==> src/rtl/controlador_multiciclo_if.sv <==
`default_nettype none
// ============================================================================
// Module   : controlador_multiciclo_if
// Purpose  : Bundle between the multicycle ARM control unit and its datapath.
//            slave  = control unit side (consumes IR/flags/ready, drives controls)
//            master = datapath side (drives IR/flags/ready, consumes controls)
// Signals  : Instr[31:12], ALUFlags{N,Z,C,V}, MemReady          (master -> slave)
//            PCWrite, AdrSrc, MemWrite, IRWrite, ResultSrc, ALUSrcA, ALUSrcB,
//            ALUControl, ImmSrc, RegSrc, RegWrite, IllegalInstr, State
//                                                               (slave -> master)
// Revision : 1.0 - initial release
// ============================================================================
interface controlador_multiciclo_if #(
  parameter int ALUCTRL_W = 3
);
  logic [31:12]          Instr;
  logic [3:0]            ALUFlags;
  logic                  MemReady;
  logic                  PCWrite;
  logic                  AdrSrc;
  logic                  MemWrite;
  logic                  IRWrite;
  logic [1:0]            ResultSrc;
  logic                  ALUSrcA;
  logic [1:0]            ALUSrcB;
  logic [ALUCTRL_W-1:0]  ALUControl;
  logic [1:0]            ImmSrc;
  logic [1:0]            RegSrc;
  logic                  RegWrite;
  logic                  IllegalInstr;
  logic [3:0]            State;

  modport master (
    output Instr, ALUFlags, MemReady,
    input  PCWrite, AdrSrc, MemWrite, IRWrite, ResultSrc, ALUSrcA, ALUSrcB,
           ALUControl, ImmSrc, RegSrc, RegWrite, IllegalInstr, State
  );

  modport slave (
    input  Instr, ALUFlags, MemReady,
    output PCWrite, AdrSrc, MemWrite, IRWrite, ResultSrc, ALUSrcA, ALUSrcB,
           ALUControl, ImmSrc, RegSrc, RegWrite, IllegalInstr, State
  );
endinterface
`default_nettype wire

==> src/rtl/controlador_multiciclo.sv <==
`default_nettype none
// ============================================================================
// Module   : controlador_multiciclo
// Purpose  : Multicycle ARM control unit. A single FSM walks each instruction
//            through FETCH/DECODE/EXECUTE/MEM/WB over a shared memory, with
//            conditional execution against a registered NZCV flag set.
// Ports    : clk    - rising-edge clock
//            reset  - asynchronous, active-low
//            bus    - controlador_multiciclo_if.slave (IR/flags/ready in,
//                     datapath controls, IllegalInstr and State out)
// Params   : ALUCTRL_W     - 3 enables EOR; 2 treats EOR as an unknown command
//            MEM_HANDSHAKE - 1 waits on MemReady in memory states; 0 ignores it
// Revision : 1.0 - initial release
// ============================================================================
module controlador_multiciclo #(
  parameter int ALUCTRL_W     = 3,
  parameter bit MEM_HANDSHAKE = 1'b1
) (
  input  wire logic               clk,
  input  wire logic               reset,
  controlador_multiciclo_if.slave bus
);

  typedef enum logic [3:0] {
    S_FETCH   = 4'd0,
    S_DECODE  = 4'd1,
    S_MEMADR  = 4'd2,
    S_MEMRD   = 4'd3,
    S_MEMWB   = 4'd4,
    S_MEMWR   = 4'd5,
    S_EXECR   = 4'd6,
    S_EXECI   = 4'd7,
    S_ALUWB   = 4'd8,
    S_BRANCH  = 4'd9,
    S_UNKNOWN = 4'd10
  } state_t;

  localparam logic [2:0] C_ALU_ADD = 3'b000;
  localparam logic [2:0] C_ALU_SUB = 3'b001;
  localparam logic [2:0] C_ALU_AND = 3'b010;
  localparam logic [2:0] C_ALU_ORR = 3'b011;
  localparam logic [2:0] C_ALU_EOR = 3'b100;

  state_t      r_state;
  state_t      w_next;
  logic [3:0]  r_flags;

  logic [1:0]  w_op;
  logic [5:0]  w_funct;
  logic [3:0]  w_cond;
  logic        w_rd15;
  logic        w_ready;
  logic        w_n, w_z, w_c, w_v;
  logic        w_condex;

  // Data-processing command decode
  logic        w_cmd_ok;
  logic [2:0]  w_alu_dec;
  logic        w_nowrite;
  logic        w_arith;
  logic [1:0]  w_flagw;

  // Raw (pre-condition) FSM controls
  logic        w_pcw, w_branch, w_regw, w_memw, w_irw, w_flag_en, w_ill;
  logic        w_adrsrc, w_srca;
  logic [1:0]  w_ressrc, w_srcb;
  logic [2:0]  w_alu;

  logic        w_unused;

  assign w_op    = bus.Instr[27:26];
  assign w_funct = bus.Instr[25:20];
  assign w_cond  = bus.Instr[31:28];
  assign w_rd15  = &bus.Instr[15:12];
  assign w_ready = MEM_HANDSHAKE ? bus.MemReady : 1'b1;
  assign {w_n, w_z, w_c, w_v} = r_flags;
  assign w_unused = ^{bus.Instr[19:16], bus.MemReady, w_alu[2]};

  // Condition evaluation against the registered flags
  always_comb begin
    w_condex = 1'b0;
    case (w_cond)
      4'b0000: w_condex = w_z;
      4'b0001: w_condex = ~w_z;
      4'b0010: w_condex = w_c;
      4'b0011: w_condex = ~w_c;
      4'b0100: w_condex = w_n;
      4'b0101: w_condex = ~w_n;
      4'b0110: w_condex = w_v;
      4'b0111: w_condex = ~w_v;
      4'b1000: w_condex = w_c & ~w_z;
      4'b1001: w_condex = ~w_c | w_z;
      4'b1010: w_condex = (w_n == w_v);
      4'b1011: w_condex = (w_n != w_v);
      4'b1100: w_condex = ~w_z & (w_n == w_v);
      4'b1101: w_condex = w_z | (w_n != w_v);
      4'b1110: w_condex = 1'b1;
      default: w_condex = 1'b0;
    endcase
  end

  // cmd = Funct[4:1]; CMP/TST reuse SUB/AND but never write the register file
  always_comb begin
    w_cmd_ok  = 1'b1;
    w_alu_dec = C_ALU_ADD;
    w_nowrite = 1'b0;
    w_arith   = 1'b0;
    case (w_funct[4:1])
      4'b0100: begin w_alu_dec = C_ALU_ADD; w_arith = 1'b1; end
      4'b0010: begin w_alu_dec = C_ALU_SUB; w_arith = 1'b1; end
      4'b0000: w_alu_dec = C_ALU_AND;
      4'b1100: w_alu_dec = C_ALU_ORR;
      4'b0001: begin
        if (ALUCTRL_W >= 3) w_alu_dec = C_ALU_EOR;
        else                w_cmd_ok  = 1'b0;
      end
      4'b1010: begin w_alu_dec = C_ALU_SUB; w_arith = 1'b1; w_nowrite = 1'b1; end
      4'b1000: begin w_alu_dec = C_ALU_AND; w_nowrite = 1'b1; end
      default: w_cmd_ok = 1'b0;
    endcase
    w_flagw[1] = w_funct[0] | w_nowrite;
    w_flagw[0] = (w_funct[0] | w_nowrite) & w_arith;
  end

  // Next-state and raw control outputs
  always_comb begin
    w_next    = r_state;
    w_pcw     = 1'b0;
    w_branch  = 1'b0;
    w_regw    = 1'b0;
    w_memw    = 1'b0;
    w_irw     = 1'b0;
    w_flag_en = 1'b0;
    w_ill     = 1'b0;
    w_adrsrc  = 1'b0;
    w_srca    = 1'b0;
    w_ressrc  = 2'b00;
    w_srcb    = 2'b00;
    w_alu     = C_ALU_ADD;
    case (r_state)
      S_FETCH: begin
        w_srca   = 1'b1;
        w_srcb   = 2'b10;
        w_ressrc = 2'b10;
        if (w_ready) begin
          w_irw  = 1'b1;
          w_pcw  = 1'b1;
          w_next = S_DECODE;
        end
      end
      S_DECODE: begin
        w_srca = 1'b1;
        w_srcb = 2'b10;
        case (w_op)
          2'b01:   w_next = S_MEMADR;
          2'b00:   w_next = w_funct[5] ? S_EXECI : S_EXECR;
          2'b10:   w_next = S_BRANCH;
          default: w_next = S_UNKNOWN;
        endcase
      end
      S_MEMADR: begin
        w_srcb = 2'b01;
        w_next = w_funct[0] ? S_MEMRD : S_MEMWR;
      end
      S_MEMRD: begin
        w_adrsrc = 1'b1;
        if (w_ready) w_next = S_MEMWB;
      end
      S_MEMWB: begin
        w_ressrc = 2'b01;
        w_regw   = 1'b1;
        w_next   = S_FETCH;
      end
      S_MEMWR: begin
        // Strobe held for the whole wait; the access completes on ready
        w_adrsrc = 1'b1;
        w_memw   = 1'b1;
        if (w_ready) w_next = S_FETCH;
      end
      S_EXECR, S_EXECI: begin
        w_srcb = (r_state == S_EXECI) ? 2'b01 : 2'b00;
        if (w_cmd_ok) begin
          w_alu     = w_alu_dec;
          w_flag_en = 1'b1;
          w_next    = w_nowrite ? S_FETCH : S_ALUWB;
        end else begin
          w_next = S_UNKNOWN;
        end
      end
      S_ALUWB: begin
        w_regw = 1'b1;
        w_next = S_FETCH;
      end
      S_BRANCH: begin
        w_srcb   = 2'b01;
        w_ressrc = 2'b10;
        w_branch = 1'b1;
        w_next   = S_FETCH;
      end
      S_UNKNOWN: begin
        w_ill  = 1'b1;
        w_next = S_FETCH;
      end
      default: w_next = S_FETCH;
    endcase
  end

  always_ff @(posedge clk or negedge reset) begin
    if (!reset) r_state <= S_FETCH;
    else        r_state <= w_next;
  end

  always_ff @(posedge clk or negedge reset) begin
    if (!reset) begin
      r_flags <= 4'b0000;
    end else if (w_flag_en && w_condex) begin
      if (w_flagw[1]) r_flags[3:2] <= bus.ALUFlags[3:2];
      if (w_flagw[0]) r_flags[1:0] <= bus.ALUFlags[1:0];
    end
  end

  // Outputs are forced low while reset is held so nothing escapes mid-reset.
  // A register write aimed at R15 becomes a PC write instead.
  assign bus.PCWrite      = reset & (w_pcw | ((w_branch | (w_regw & w_rd15)) & w_condex));
  assign bus.RegWrite     = reset & w_regw & w_condex & ~w_rd15;
  assign bus.MemWrite     = reset & w_memw & w_condex;
  assign bus.IRWrite      = reset & w_irw;
  assign bus.AdrSrc       = reset & w_adrsrc;
  assign bus.ALUSrcA      = reset & w_srca;
  assign bus.ResultSrc    = reset ? w_ressrc : 2'b00;
  assign bus.ALUSrcB      = reset ? w_srcb : 2'b00;
  assign bus.ALUControl   = reset ? w_alu[ALUCTRL_W-1:0] : '0;
  assign bus.ImmSrc       = reset ? w_op : 2'b00;
  assign bus.RegSrc       = reset ? {w_op == 2'b10, w_op == 2'b01} : 2'b00;
  assign bus.IllegalInstr = reset & w_ill;
  assign bus.State        = r_state;

endmodule
`default_nettype wire
==> src/flat_wrapper.sv <==
// flat-port wrapper written by rule: the top's interface ports become plain ports
module controlador_multiciclo_flat 
#(
  parameter int ALUCTRL_W     = 3,
  parameter bit MEM_HANDSHAKE = 1'b1
)
  (clk, reset, bus_Instr, bus_ALUFlags, bus_MemReady, bus_PCWrite, bus_AdrSrc, bus_MemWrite, bus_IRWrite, bus_ResultSrc, bus_ALUSrcA, bus_ALUSrcB, bus_ALUControl, bus_ImmSrc, bus_RegSrc, bus_RegWrite, bus_IllegalInstr, bus_State);
  controlador_multiciclo_if #(.ALUCTRL_W(ALUCTRL_W)) bus_i ();
  input  wire logic clk;
  input  wire logic reset;
  input wire logic [$bits(bus_i.Instr)-1:0] bus_Instr;
  input wire logic [$bits(bus_i.ALUFlags)-1:0] bus_ALUFlags;
  input wire logic [$bits(bus_i.MemReady)-1:0] bus_MemReady;
  output wire logic [$bits(bus_i.PCWrite)-1:0] bus_PCWrite;
  output wire logic [$bits(bus_i.AdrSrc)-1:0] bus_AdrSrc;
  output wire logic [$bits(bus_i.MemWrite)-1:0] bus_MemWrite;
  output wire logic [$bits(bus_i.IRWrite)-1:0] bus_IRWrite;
  output wire logic [$bits(bus_i.ResultSrc)-1:0] bus_ResultSrc;
  output wire logic [$bits(bus_i.ALUSrcA)-1:0] bus_ALUSrcA;
  output wire logic [$bits(bus_i.ALUSrcB)-1:0] bus_ALUSrcB;
  output wire logic [$bits(bus_i.ALUControl)-1:0] bus_ALUControl;
  output wire logic [$bits(bus_i.ImmSrc)-1:0] bus_ImmSrc;
  output wire logic [$bits(bus_i.RegSrc)-1:0] bus_RegSrc;
  output wire logic [$bits(bus_i.RegWrite)-1:0] bus_RegWrite;
  output wire logic [$bits(bus_i.IllegalInstr)-1:0] bus_IllegalInstr;
  output wire logic [$bits(bus_i.State)-1:0] bus_State;
  assign bus_i.Instr = bus_Instr;
  assign bus_i.ALUFlags = bus_ALUFlags;
  assign bus_i.MemReady = bus_MemReady;
  assign bus_PCWrite = bus_i.PCWrite;
  assign bus_AdrSrc = bus_i.AdrSrc;
  assign bus_MemWrite = bus_i.MemWrite;
  assign bus_IRWrite = bus_i.IRWrite;
  assign bus_ResultSrc = bus_i.ResultSrc;
  assign bus_ALUSrcA = bus_i.ALUSrcA;
  assign bus_ALUSrcB = bus_i.ALUSrcB;
  assign bus_ALUControl = bus_i.ALUControl;
  assign bus_ImmSrc = bus_i.ImmSrc;
  assign bus_RegSrc = bus_i.RegSrc;
  assign bus_RegWrite = bus_i.RegWrite;
  assign bus_IllegalInstr = bus_i.IllegalInstr;
  assign bus_State = bus_i.State;
  controlador_multiciclo #(.ALUCTRL_W(ALUCTRL_W), .MEM_HANDSHAKE(MEM_HANDSHAKE)) u_core (.clk(clk), .reset(reset), .bus(bus_i));
endmodule
==> config.mk <==
export PLATFORM = sky130hd
export DESIGN_NAME = controlador_multiciclo_flat
export DESIGN_NICKNAME = d
export VERILOG_FILES = /design/src/rtl/controlador_multiciclo_if.sv /design/src/rtl/controlador_multiciclo.sv /design/src/flat_wrapper.sv
export SDC_FILE = /design/constraint.sdc
export NUM_CORES = 1
export LEC_CHECK = 0
export CORE_ASPECT_RATIO = 1.25
export CORE_MARGIN = 2
export CORE_UTILIZATION = 36
export CTS_CLUSTER_SIZE = 30
export DETAILED_ROUTE_END_ITERATION = 16
export GPL_TIMING_DRIVEN = 0
export PLACE_DENSITY = 0.77
export SETUP_SLACK_MARGIN = 0.15
export SKIP_CTS_REPAIR_TIMING = 1
export SLEW_MARGIN = 20
export SYNTH_ARGS = -nofsm -noshare
export SYNTH_HDL_FRONTEND = slang
export SYNTH_SLANG_ARGS = --single-unit
==> constraint.sdc <==
create_clock -name clk -period 2 [get_ports clk]
set_input_delay 0.2 -clock clk [delete_from_list [all_inputs] [get_ports clk]]
set_output_delay 0.2 -clock clk [all_outputs]
set_load 0.01 [all_outputs]
==> results of run 1 <==
## registers in the layout (all words and copies together), names as in the netlist
signal / cells
u_core.r_flags: 4
u_core.bus.State: 4
## worst max-delay path, cell delays in order, from the launching register on
cell and delay, ns:
sky130_fd_sc_hd__dfrtp_2 0.42, sky130_fd_sc_hd__or4b_4 0.53, sky130_fd_sc_hd__a311oi_4 0.35, sky130_fd_sc_hd__a2111oi_4 0.10, sky130_fd_sc_hd__a211oi_1 0.30, sky130_fd_sc_hd__clkbuf_2 0.19
## kinds of logic (layout without fill, tap and decap cells)
logic type | Yosys count | count (layout) | share of synthesized area, %
AO/OA/AOI/OAI | 33 | 33 | 26.0
XOR/XNOR | 4 | 4 | 3.70
flip-flops | 8 | 8 | 21.1
AND/OR/NAND/NOR | 61 | 61 | 36.3
multiplexers | 6 | 6 | 6.87
buffers and inverters | 13 | 67 | 5.94
## synthesized netlist by cell type (2+ instances only)
master,instances
sky130_fd_sc_hd__nor2_1,12
sky130_fd_sc_hd__nand2_1,9
sky130_fd_sc_hd__dfrtp_1,8
sky130_fd_sc_hd__a21oi_1,6
sky130_fd_sc_hd__and2_1,6
sky130_fd_sc_hd__nor2b_1,6
sky130_fd_sc_hd__o21ai_0,6
sky130_fd_sc_hd__inv_1,5
sky130_fd_sc_hd__nand2b_1,5
sky130_fd_sc_hd__nor3_1,5
sky130_fd_sc_hd__clkbuf_1,4
sky130_fd_sc_hd__a21o_1,3
sky130_fd_sc_hd__and3_1,3
sky130_fd_sc_hd__buf_2,3
sky130_fd_sc_hd__nand3b_1,3
sky130_fd_sc_hd__xnor2_1,3
sky130_fd_sc_hd__a2111oi_0,2
sky130_fd_sc_hd__a211oi_1,2
sky130_fd_sc_hd__a21boi_0,2
sky130_fd_sc_hd__mux2_1,2
sky130_fd_sc_hd__mux2_2,2
sky130_fd_sc_hd__mux2i_1,2
sky130_fd_sc_hd__nand3_1,2
sky130_fd_sc_hd__nand4b_1,2
sky130_fd_sc_hd__o31ai_1,2
sky130_fd_sc_hd__or3_1,2
## stage by stage
stage / cells / setup TNS [ns]
final: 212 / -1.83
after global routing: 212 / -2.43
after CTS: 204 / -7.93
after detailed placement: 201 / -7.78
after global placement: 201 / -6.92
after floorplan: 125 / 0
## worst max path at each step
stage,cells past startpoint,start,endpoint
4_1_cts,8,bus_Instr[16],bus_PCWrite
6_report,5,u_core.r_flags[0],bus_RegWrite
3_5_place_dp,8,bus_Instr[16],bus_PCWrite
3_3_place_gp,8,bus_Instr[16],bus_PCWrite
5_1_grt,5,u_core.r_flags[0],bus_RegWrite
2_1_floorplan,5,u_core.r_flags[3],u_core.r_flags[0]
## per-layer routing
metal | part of all wire (%) | global-route usage [%] | wire length, um
met4 | 0 | 2.38 | 0
met2 | 56 | 38.5 | 1790
met1 | 39 | 21.2 | 1250
met5 | 0 | 0 | 0
met3 | 4.3 | 3.88 | 138
## layout make-up
| cell class | count | area (um2) | area share (%) |
|---|---|---|---|
| Timing Repair Buffer | 51 | 470 | 28.9 |
| Inverter | 5 | 18.8 | 1.15 |
| Sequential cell | 8 | 203 | 12.5 |
| Clock buffer | 3 | 22.5 | 1.38 |
| Multi-Input combinational cell | 104 | 812 | 49.9 |
| Buffer | 8 | 58.8 | 3.62 |
| Tap cell | 33 | 41.3 | 2.54 |
## power by group through the flow
stage	combinational, mW	clock [mW]	sequential, mW
final	1.02	0.132	0.279
after global routing	1.10	0.149	0.289
after CTS	0.857	0.137	0.276
after detailed placement	0.849	0	0.277
after global placement	0.840	0	0.276
after floorplan	0.493	0	0.280
==> results_dict.tcl, run 1 <==
set metrics [dict create \
    outcome "finished with violations" \
    failed_checks "setup timing" \
    drt_first_iter_violations 14 \
    setup_repair_after_global_routing_missed_its_margin "yes" \
    placementRows 20 \
    floorplan.io_pins 49 \
    biggest_fanout_along_the_worst_timing_path 4 \
    yosys.cell_types.count 44 \
    place_hpwl_um 2240 \
    timing_worst_slew_pin_value_ns 0.433 \
    worst_ir_drop_vdd_uv 830 \
    most-common-layout-cells "sky130_fd_sc_hd__clkdlybuf4s50_1 (28), sky130_fd_sc_hd__nor2_1 (11), sky130_fd_sc_hd__buf_4 (9), sky130_fd_sc_hd__nand2_1 (8), sky130_fd_sc_hd__dlymetal6s2s_1 (7)" \
    endpoint_kind "output pin" \
    floorplan_die_area_mm2 0.00306 \
    path_class "register to output pin" \
    floorplan.initialDensity_pct 38.2 \
    cell_internal_pwr_mw 0.819 \
    ctsHtreeMaxLevel 1 \
    setup.reg_to_reg.worst_slack_ns -0.27 \
    maxSlewViolCount 0 \
    synth.avg_cell_area_um2 7.58 \
    setup_ws_ns -0.352 \
    tritoncts_clock_tree "done" \
    first_pass_iters 4 \
    grt_max_degree 16 \
    min_period_over_period_pct 118 \
    synth_top_flop_cell "sky130_fd_sc_hd__dfrtp_1" \
    clock.fmax_ghz 0.425 \
    synth.yosys.warnings 0 \
    worst_r2r_startpoint "u_core.r_flags[0]" \
    p_leak_nw 0.774 \
    ant_nets 0 \
    cts.root.buffer_cell "sky130_fd_sc_hd__clkbuf_4" \
    post-synth-top-area-fraction_pct 21.1 \
    route.vias.total 1145 \
    hold_end "u_core.r_flags[1]" \
    drv_cap 0 \
    drive_above_1_share_pct 26.8 \
    total_power_mw 1.43 \
    global_route.overflow_total 0 \
    worst_slew_margin_pct 71.0 \
    final.fill_count 207 \
    synthArstFlopShare_pct 100 \
    hold_path_start "bus_ALUFlags[1]" \
    synthCells 125 \
    layout.cells.most_common "sky130_fd_sc_hd__clkdlybuf4s50_1" \
    pre_cts_slack_ns -0.849 \
    synth_area_leaders "sky130_fd_sc_hd__dfrtp_1 (21%), sky130_fd_sc_hd__nor2_1 (4.8%), sky130_fd_sc_hd__and2_1 (4.0%)" \
    dieHeight_um 61.4 \
    seq_total_area_yosys_pct 21.1 \
    reg2reg_depth 6 \
    power.share.combinational_pct 71.3 \
    cts.sinks 8 \
    synth_edf_count 0 \
    placedInstanceArea_mm2 0.00142 \
    seq_power_share_pct 19.5 \
    final_setup_violations 7 \
    finalCriticalPeriod_ns 2.35 \
    fin_nets 208 \
    numCtsBuffers 3 \
    pwr-share-clk_pct 9.2 \
    worst_setup_path_start_kind "register" \
    clock_latency_ns 0.26 \
    layout.cell_area.non_filler_mm2 0.00163 \
    finClkSkew_ns 0.00576 \
    clk_transition_reported_paths_ns 0.07 \
    postLayoutCoreUtil_pct 65.7 \
    design.core.area_mm2 0.00248 \
    synthDominantAreaCellType "sky130_fd_sc_hd__dfrtp_1" \
    power.density_mw_per_mm2 881 \
    grt_pass1_vias 1041 \
    wire_length_of_the_first_global_routing_pass_um 4570 \
    num_antenna_cells 0 \
    portBuffers 43 \
    hold_path_depth 2 \
    r2r-end "u_core.r_flags[0]" \
    initial_antenna_violation_count 0 \
    hold_path.class "primary input to register" \
    place.gp.congestion 0.807 \
    worstPathRequired_ns 1.80 \
    switchingPower_mw 0.615 \
    ys_seq_elements 8 \
    wire_per_inst_um 15.0 \
    syn_nets 152 \
    critical_path_arrival_ns 2.15 \
    grt.total_usage_pct 19.1 \
    vias_per_cell 5.40 \
    post_syn_area_um2 947 \
    layout-area-overhead-vs-synth_pct 71.7 \
    finalHoldWorstSlack_ns 0.541 \
    fp.dieW_um 49.9 \
    drc_errors 0 \
    cts.path.max_buffers 2 \
    finalHoldViolations 0 \
    wirelength_um 3180 \
    power.share.switching_pct 42.9 \
]
Note: power is estimated with default switching activity, not from simulation.
==> run 2: changes to the inputs <==
Settings changed: CTS_CLUSTER_DIAMETER set to 200.
==> results of run 2 <==
The final DEF is identical to that of run 1; final timing and power are the same.
==> run 3: changes to the inputs <==
Settings changed: CORE_UTILIZATION 36 to 56, CTS_CLUSTER_SIZE 30 to 25, DONT_BUFFER_PORTS set to 1, HOLD_SLACK_MARGIN set to 0.06, PLACE_DENSITY 0.77 to 0.74.
==> run 3 against run 2 <==
  * The run still ends with setup timing left
  * Combinational power fell by 33%
  * Cell count fell by 30%
  * Total power fell by 23%
  * First-iteration DRC count fell by 36%
  * Register-to-register slack improved by 0.06 ns
  * Final area fell by 31%
  * Worst hold slack got worse by 0.45 ns
  * Die area fell by 33%
  * Clock skew rose by 0.00098 ns
  * Sequential cell count did not move
  * Critical path type unchanged
  * Critical endpoint is now bus_MemWrite
==> results_dict.tcl, run 3 (same netlist as run 1, synthesis figures left out) <==
set metrics [dict create \
    outcome "finished with violations" \
    failed_checks "setup timing" \
    path_cells "or4b_4, a311oi_4, a2111oi_4, a21oi_2, and3_4" \
    cts.path.max_buffers 2 \
    placedInstanceArea_um2 971 \
    worst_slew_margin_pct 67.9 \
    design.core.area_mm2 0.00158 \
    path_class "register to output pin" \
    setup_repair_after_global_routing_missed_its_margin "yes" \
    critical_path_arrival_ns 2.04 \
    seq_power_share_pct 27.3 \
    wire_per_inst_um 16.1 \
    biggest_fanout_along_the_worst_timing_path 6 \
    floorplan.initialDensity_pct 59.9 \
    drt_first_iter_violations 9 \
    worst_setup_path_start_kind "register" \
    initial_antenna_violation_count 0 \
    vias_per_cell 6.51 \
    drc_errors 0 \
    ant_nets 0 \
    timing_worst_slew_pin_value_ns 0.469 \
    route.vias.total 963 \
    floorplan.io_pins 49 \
    drv_cap 0 \
    portBuffers 0 \
    cell_internal_pwr_mw 0.584 \
    postLayoutCoreUtil_pct 71.4 \
    placementRows 16 \
    dieHeight_um 50.0 \
    global_route.overflow_total 0 \
    place.gp.congestion 0.844 \
    wire_length_of_the_first_global_routing_pass_um 3320 \
    numCtsBuffers 3 \
    setup.reg_to_reg.worst_slack_ns -0.21 \
    crit_path_top_delay_cell "sky130_fd_sc_hd__or4b_4" \
    ctsHtreeMaxLevel 1 \
    floorplan_die_area_mm2 0.00204 \
    finClkSkew_ns 0.00674 \
    hold_path.class "primary input to register" \
    most-common-layout-cells "sky130_fd_sc_hd__nor2_1 (12), sky130_fd_sc_hd__nand2_1 (8), sky130_fd_sc_hd__o21ai_0 (6), sky130_fd_sc_hd__dfrtp_1 (6)" \
    final.fill_count 142 \
    critPathMaxStageDelay_ns 0.55 \
    final_setup_violations 7 \
    cts.sinks 8 \
    layout.cells.most_common "sky130_fd_sc_hd__nor2_1" \
    maxSlewViolCount 0 \
    endpoint_kind "output pin" \
    worstPathRequired_ns 1.80 \
    fp.dieW_um 40.8 \
    fin_nets 159 \
    worst_ir_drop_vdd_uv 868 \
    layout-area-overhead-vs-synth_pct 19.3 \
    pwr-share-clk_pct 10.9 \
    place_hpwl_um 1760 \
    min_period_over_period_pct 112 \
    clock_latency_ns 0.25 \
    layout.cell_area.non_filler_mm2 0.00113 \
    switchingPower_mw 0.524 \
    wirelength_um 2380 \
    num_antenna_cells 0 \
    grt_pass1_vias 847 \
    setup_ws_ns -0.240 \
    tritoncts_clock_tree "done" \
    finalCriticalPeriod_ns 2.24 \
    drive_above_1_share_pct 26.9 \
    finalHoldViolations 0 \
    power.density_mw_per_mm2 980 \
    p_leak_nw 0.436 \
    cts.root.buffer_cell "sky130_fd_sc_hd__clkbuf_4" \
    power.share.combinational_pct 61.8 \
    grt_max_degree 16 \
    first_pass_iters 4 \
    timing.setup.tns_ns -1.34 \
    clock.fmax_ghz 0.446 \
    grt.total_usage_pct 23.1 \
    clk_transition_reported_paths_ns 0.05 \
    power.share.switching_pct 47.3 \
]
==> run 3: cell types whose count changed in the layout (fill, tap and decap cells not counted), sizes merged <==
cell,previous run,this run
dlymetal6s2s,7,0
buf,16,6
clkbuf,10,6
clkdlybuf4s50,28,0
==> run 3: power by group through the flow <==
| stage | clock (mW) | sequential (mW) | combinational, mW |
|---|---|---|---|
| after global placement | 0 | 0.295 | 0.566 |
| after CTS | 0.123 | 0.296 | 0.584 |
| after global routing | 0.126 | 0.312 | 0.756 |
| after floorplan | 0 | 0.280 | 0.493 |
| final | 0.121 | 0.302 | 0.685 |
| after detailed placement | 0 | 0.299 | 0.582 |
==> run 3: path summary, 6_finish.rpt <==
path / startpoint / to / cells after the start
worst min-delay path: bus_ALUFlags[1] / u_core.r_flags[1] / 1
worst max register to register: u_core.r_flags[3] / u_core.r_flags[1] / 5
worst min register to register: u_core.r_flags[1] / u_core.r_flags[1] / 1
min in group asynchronous: reset / u_core.bus.State[0] / 1
worst max-delay path: u_core.r_flags[3] / bus_MemWrite / 5
max in group asynchronous: reset / u_core.r_flags[0] / 1
==> run 3: stage by stage <==
stage | cells | hold slack [ns] | power [mW] | setup WS [ns]
floorplan | 125 | -0.0956 | 0.773 | 0.0597
global route | 148 | 0.0839 | 1.19 | -0.317
global placement | 143 | -0.0953 | 0.862 | -0.0896
finish | 148 | 0.0876 | 1.11 | -0.240
CTS | 146 | -0.364 | 1.00 | -0.384
detailed placement | 143 | -0.0954 | 0.880 | -0.131
==> run 3: layout make-up <==
cell class                      count  area [um2]  area share (%)
Buffer                              8        43.8            3.88
Clock buffer                        3        22.5            1.99
Timing Repair Buffer                2        17.5            1.55
Inverter                            5        18.8            1.66
Tap cell                           18        22.5            1.99
Multi-Input combinational cell    104         802            71.0
Sequential cell                     8         203            17.9
==> run 3: per-layer routing <==
metal	part of all wire, %	wire (um)	up-vias	track usage, %
met5	0	0	-	0
met4	0.63	15	0	10.0
met3	5.3	126	2	1.80
met2	52	1230	35	38.8
met1	42	1010	458	28.1
li1	-	-	468	-
==> run 3: worst max-delay path: cells and delay by family (launching register included) <==
kind            cells  cell delay, ns
compound gates      3            0.60
flops               1            0.44
simple gates        2            0.76
